`src/rtl/pd_pkg.sv`:
```
// Shared widths and word type for the packet-identifier datapath.
package pd_pkg;

  localparam int unsigned PD_DATA_W = 512;
  localparam int unsigned PD_DK_W   = PD_DATA_W / 8;

  typedef struct packed {
    logic [PD_DATA_W-1:0] data;
    logic [PD_DK_W-1:0]   dk;
  } pd_word_t;

endpackage

```
`src/rtl/pd_fifo_mem.sv`:
```
// Elastic-buffer storage: DEPTH words, one write port, one read port, wrapping pointers.
module pd_fifo_mem #(
  parameter int unsigned WIDTH = 576,
  parameter int unsigned DEPTH = 4
) (
  input  logic             clk,
  input  logic             rst,
  input  logic             flush,
  input  logic             wr_en,
  input  logic [WIDTH-1:0] wr_data,
  input  logic             rd_en,
  output logic [WIDTH-1:0] rd_data
);

  localparam int unsigned AW = $clog2(DEPTH);

  logic [WIDTH-1:0] mem_q [DEPTH];
  logic [AW-1:0]    wr_ptr_q, rd_ptr_q, rd_addr;

  always_ff @(posedge clk or posedge rst) begin
    if (rst) begin
      wr_ptr_q <= '0;
      rd_ptr_q <= '0;
    end else if (flush) begin
      wr_ptr_q <= '0;
      rd_ptr_q <= '0;
    end else begin
      if (wr_en) wr_ptr_q <= wr_ptr_q + AW'(1);
      if (rd_en) rd_ptr_q <= rd_ptr_q + AW'(1);
    end
  end

  always_ff @(posedge clk) begin
    if (wr_en) mem_q[wr_ptr_q] <= wr_data;
  end

  // Read port looks at the head as it will be after this edge's pop.
  always_comb begin
    rd_addr = rd_ptr_q + AW'(rd_en);
    rd_data = mem_q[rd_addr];
  end

endmodule

```
`src/rtl/pd_elastic_buffer.sv`:
```
// DEPTH-entry elastic buffer carrying data plus per-byte D/K flags, with a registered
// output stage, valid/ready handshake, hold, flush, occupancy and almost-full.
module pd_elastic_buffer
  import pd_pkg::*;
#(
  parameter int unsigned DATA_W    = PD_DATA_W,
  parameter int unsigned DEPTH     = 4,
  parameter int unsigned AFULL_LVL = DEPTH - 1
) (
  input  logic                   clk,
  input  logic                   rst,
  input  logic                   in_valid,
  output logic                   in_ready,
  input  logic [DATA_W-1:0]      data_in,
  input  logic [DATA_W/8-1:0]    DK_in,
  input  logic                   hld_pd,
  output logic                   out_valid,
  input  logic                   out_ready,
  output logic [DATA_W-1:0]      data_out,
  output logic [DATA_W/8-1:0]    DK_out,
  output logic                   hld_out,
  input  logic                   flush,
  output logic [$clog2(DEPTH):0] count,
  output logic                   almost_full
);

  localparam int unsigned DK_W = DATA_W / 8;
  localparam int unsigned CW   = $clog2(DEPTH) + 1;
  localparam logic [CW-1:0] DepthC = CW'(DEPTH);
  localparam logic [CW-1:0] AfullC = CW'(AFULL_LVL);

  logic                   full, push, pop;
  logic [CW-1:0]          count_q, count_d, remaining;
  logic                   out_valid_q, out_valid_d;
  logic [DATA_W-1:0]      data_q, data_d;
  logic [DK_W-1:0]        dk_q, dk_d;
  logic [DK_W+DATA_W-1:0] rd_word;
  logic                   hld_q;

  always_comb begin
    full     = (count_q == DepthC);
    in_ready = ~full & ~flush & ~rst;
    push     = in_valid & in_ready;
    pop      = out_valid_q & out_ready & ~hld_pd;
  end

  pd_fifo_mem #(
    .WIDTH (DK_W + DATA_W),
    .DEPTH (DEPTH)
  ) u_mem (
    .clk     (clk),
    .rst     (rst),
    .flush   (flush),
    .wr_en   (push),
    .wr_data ({DK_in, data_in}),
    .rd_en   (pop),
    .rd_data (rd_word)
  );

  always_comb begin
    remaining = count_q - CW'(pop);
    count_d   = flush ? '0 : remaining + CW'(push);
  end

  // Output register mirrors the head word; when nothing else is stored behind the pop,
  // the head is the word being pushed right now.
  always_comb begin
    out_valid_d = out_valid_q;
    data_d      = data_q;
    dk_d        = dk_q;
    if (flush) begin
      out_valid_d = 1'b0;
    end else if (!hld_pd) begin
      if (count_d == '0) begin
        out_valid_d = 1'b0;
      end else begin
        out_valid_d = 1'b1;
        if (remaining == '0) begin
          data_d = data_in;
          dk_d   = DK_in;
        end else begin
          data_d = rd_word[DATA_W-1:0];
          dk_d   = rd_word[DK_W+DATA_W-1:DATA_W];
        end
      end
    end
  end

  always_ff @(posedge clk or posedge rst) begin
    if (rst) begin
      count_q     <= '0;
      out_valid_q <= 1'b0;
      data_q      <= '0;
      dk_q        <= '0;
      hld_q       <= 1'b0;
    end else begin
      count_q     <= count_d;
      out_valid_q <= out_valid_d;
      data_q      <= data_d;
      dk_q        <= dk_d;
      hld_q       <= hld_pd;
    end
  end

  always_comb begin
    out_valid   = out_valid_q;
    data_out    = data_q;
    DK_out      = dk_q;
    hld_out     = hld_q;
    count       = count_q;
    almost_full = (count_q >= AfullC);
  end

  a_no_push_full : assert property (@(posedge clk) disable iff (rst) !(push && full));
  a_no_pop_empty : assert property (@(posedge clk) disable iff (rst) !(pop && count_q == '0));
  a_count_bound  : assert property (@(posedge clk) disable iff (rst) count_q <= DepthC);

endmodule
```
`config.mk`:
```
export PLATFORM = sky130hd
export DESIGN_NAME = pd_elastic_buffer
export DESIGN_NICKNAME = d
export VERILOG_FILES = /design/src/rtl/pd_pkg.sv /design/src/rtl/pd_fifo_mem.sv /design/src/rtl/pd_elastic_buffer.sv
export SDC_FILE = /design/constraint.sdc
export NUM_CORES = 2
export LEC_CHECK = 0
export ABC_AREA = 1
export BUFFER_PORTS_ARGS = -buffer_cell sky130_fd_sc_hd__buf_2
export CORE_ASPECT_RATIO = 0.6
export CORE_MARGIN = 5
export CORE_UTILIZATION = 55
export CTS_BUF_LIST = sky130_fd_sc_hd__clkbuf_16
export DETAILED_ROUTE_END_ITERATION = 6
export GPL_TIMING_DRIVEN = 0
export HOLD_SLACK_MARGIN = 0.12
export PLACE_DENSITY_LB_ADDON = 0.08
export SLEW_MARGIN = 10
export SYNTH_ARGS = -nofsm -noshare
export SYNTH_HDL_FRONTEND = slang
export SYNTH_SLANG_ARGS = --single-unit
export TNS_END_PERCENT = 20
```
`constraint.sdc`:
```
create_clock -name clk -period 53.1 [get_ports clk]
set_input_delay 10.62 -clock clk [delete_from_list [all_inputs] [get_ports clk]]
set_output_delay 10.62 -clock clk [all_outputs]
set_load 0.02 [all_outputs]
```
==> out/qor.txt <==
CTS tree: built
Reg2reg end: data_out[146]
Post-synth top flop: edfxtp_1
RD Place Congestion: 0.882
WL/cell: 21.8 um
Remaining global-route overflow: 0
Seq cells post-synth: 2889
Vias in the first global route: 87.2k
Critical Path Start: flush
Failing checks: design-rule violations
IO Count: 1165
TritonCTS Buffers: 279
RSZ-0062 raised after global routing: false
Pleak: 65.8 nW
Count leader, synth: nand2_1
CP max FO: 8
Clk buf depth: 4
Min-delay src: data_out[248]
H-Tree Depth: 5
Layout net count: 14.5k
Tightest Pin Transition: 1.41 ns
Routed WL: 373000 um
Async set-or-reset flop fraction in the synthesized netlist: 0.202
Worst-Skew Late Latency: 0.85 ns
Starting Density: 0.553
Post-CTS Setup Bufs: 0
Worst reg2reg path startpoint: out_valid
DP Wirelength: 265000 um
Cell Pwr Density: 43.7 mW/mm2
Resized cells post-CTS: 0
Area Growth Syn to Fin: 17.3%
Worst Reg-to-Reg Cells: 13
Drt first pass iters: 7
Gr usage total: 0.318
DRT iter0 DRCs: 10.3k
CP Class: in2out
Area leader, netlist: edfxtp_1
Die extent in y: 373 um
Die width: 615 um
Max IR drop VDD: 32.7 uV
Final Non-Filler Cells: 17.1k
Core area: 0.219 mm2
Post-synth top cells: 8078 x nand2_1, 2304 x edfxtp_1, 585 x dfrtp_1, 583 x buf_2, 581 x nand3_1
Sequential fraction of the synthesis area: 0.693
F_max: 44.8 MHz
Final worst path period share: 0.420
Post-Syn Instances: 12.3k
Post-synth EDFFs: 2304
Port Buf Inserts: 1164
Outcome: complete, but fails checks
Die area: 0.230 mm2
Setup total negative slack: 0 ns
Syn avg cell area: 9.83 um2
CP Data Required Time: 42.48 ns
DRC: 1
Post-synthesis net count: 12.9k
Max-Cap Viols: 0
Layout cell share with drive strength beyond 1: 0.161
# rows: 133
Post-route ant nets: 0
Synth top area share: 0.572
Synth Warn #: 0
Critical Path End Type: primary output
Final hold viol count: 0
Initial antenna violation count: 209
Pin count of the biggest net entering global routing: 110
Setup crit end: in_ready
Final Max Tran Viols: 0
R2R setup slack: 49.08 ns
WP data arrival: 11.71 ns
Worst Hold Class: reg2reg
Cell count after placement: 16.5k
Via density: 5.36
Via count: 91.6k
First-pass GRT wire length: 551000 um
# setup viols final: 0
CTS sink count: 2889
Ranking of synthesized cells by area: edfxtp_1 57%, nand2_1 25%, dfrtp_1 12%, buf_2 2.4%, nand3_1 2.4%
Clk root buf: clkbuf_16
Post-Syn Area: 0.121 mm2
Clk_skew: 0.0336 ns
CP Launch Type: primary input
Worst-path clk slew: 0.06 ns
Normalized max-slew margin: 0.0606
Final min period: 22.33 ns
Post-synthesis cell type count: 22
# hold bufs at CTS: 0
==> how the worst min path moves through the flow <==
stage	to	slack (ns)	depth (start not counted)
2_1_floorplan	u_mem.rd_ptr_q[0]	0.46	1
3_3_place_gp	data_out[267]	0.46	2
3_5_place_dp	data_out[170]	0.46	2
4_1_cts	data_out[244]	0.48	2
5_1_grt	data_out[248]	0.49	2
6_report	data_out[248]	0.47	2
==> flip-flops by register name (all words and copies together), names as in the netlist <==
register,cells
u_mem.rd_ptr_q,2
u_mem.wr_ptr_q,2
u_mem.mem_q,2304
DK_out,64
hld_out,1
count,3
data_out,512
out_valid,1
==> layout by cell type (no fill, tap or decap), types with 5 or more instances in the layout <==
master | Yosys | routed
clkinv_1 | 0 | 49
clkbuf_1 | 80 | 78
clkinv_2 | 0 | 38
nand3_1 | 581 | 581
buf_6 | 13 | 13
ha_1 | 9 | 9
bufinv_16 | 0 | 12
inv_6 | 0 | 6
nand2_1 | 8078 | 8078
inv_1 | 20 | 105
buf_2 | 583 | 1747
clkinvlp_4 | 0 | 8
buf_4 | 16 | 16
clkbuf_16 | 0 | 289
dfrtp_1 | 585 | 585
nor2_1 | 9 | 5
diode_2 | 0 | 135
buf_16 | 0 | 33
buf_12 | 0 | 83
edfxtp_1 | 2304 | 2304
==> cells by family (layout without fill, tap and decap cells) <==
logic type / after synthesis / after routing / share of synthesized area
compound gates: 8 / 8 / 0.000424
fa+ha+maj: 9 / 9 / 0.000931
buf+inv: 720 / 2495 / 0.0297
flops: 2889 / 2889 / 0.693
other cells: 0 / 135 / 0
simple gates: 8675 / 8675 / 0.276
==> through the flow <==
stage	hold WS [ns]	worst slack [ns]	util	area (um2)	power (mW)
finish	0.473	30.77	0.648	142000	6.19
CTS	0.476	30.74	0.646	141000	6.21
floorplan	0.461	1.99	-	121000	3.72
detailed placement	0.460	30.74	0.608	133000	4.33
global placement	0.458	-25.22	0.596	130000	4.35
global route	0.490	30.75	0.648	142000	6.46
==> worst max-delay path, stage by stage <==
cell     delay (ns)
buf_2          0.18
inv_1          0.34
nand2_1        0.26
nor2_1         0.13
buf_2          0.17
==> cell type report <==
| cell class | instances | area [um2] |
|---|---|---|
| Fill cell | 17370 | 77100 |
| Sequential cell | 2889 | 83800 |
| Buffer | 697 | 3510 |
| Multi-Input combinational cell | 8692 | 33500 |
| Timing Repair Buffer | 1280 | 8400 |
| Antenna cell | 135 | 338 |
| Clock inverter | 206 | 1220 |
| Inverter | 23 | 96.3 |
| Tap cell | 2902 | 3630 |
| Clock buffer | 289 | 7230 |
==> power breakdown <==
group / total [mW] / leakage (nW) / switching (mW) / internal [mW]
Clock: 1.89 / 4.47 / 0.845 / 1.04
Sequential: 2.81 / 28.2 / 0.136 / 2.68
Combinational: 1.49 / 33.1 / 1.06 / 0.428
==> layer usage <==
| metal | up-vias | track usage | part of all wire |
|---|---|---|---|
| li1 | 42895 | - | - |
| met5 | - | 0 | 0.00066 |
| met1 | 43597 | 0.432 | 0.40 |
| met2 | 4186 | 0.477 | 0.45 |
| met4 | 34 | 0.206 | 0.070 |
| met3 | 935 | 0.0561 | 0.081 |
Note: power is estimated with default switching activity, not from simulation.
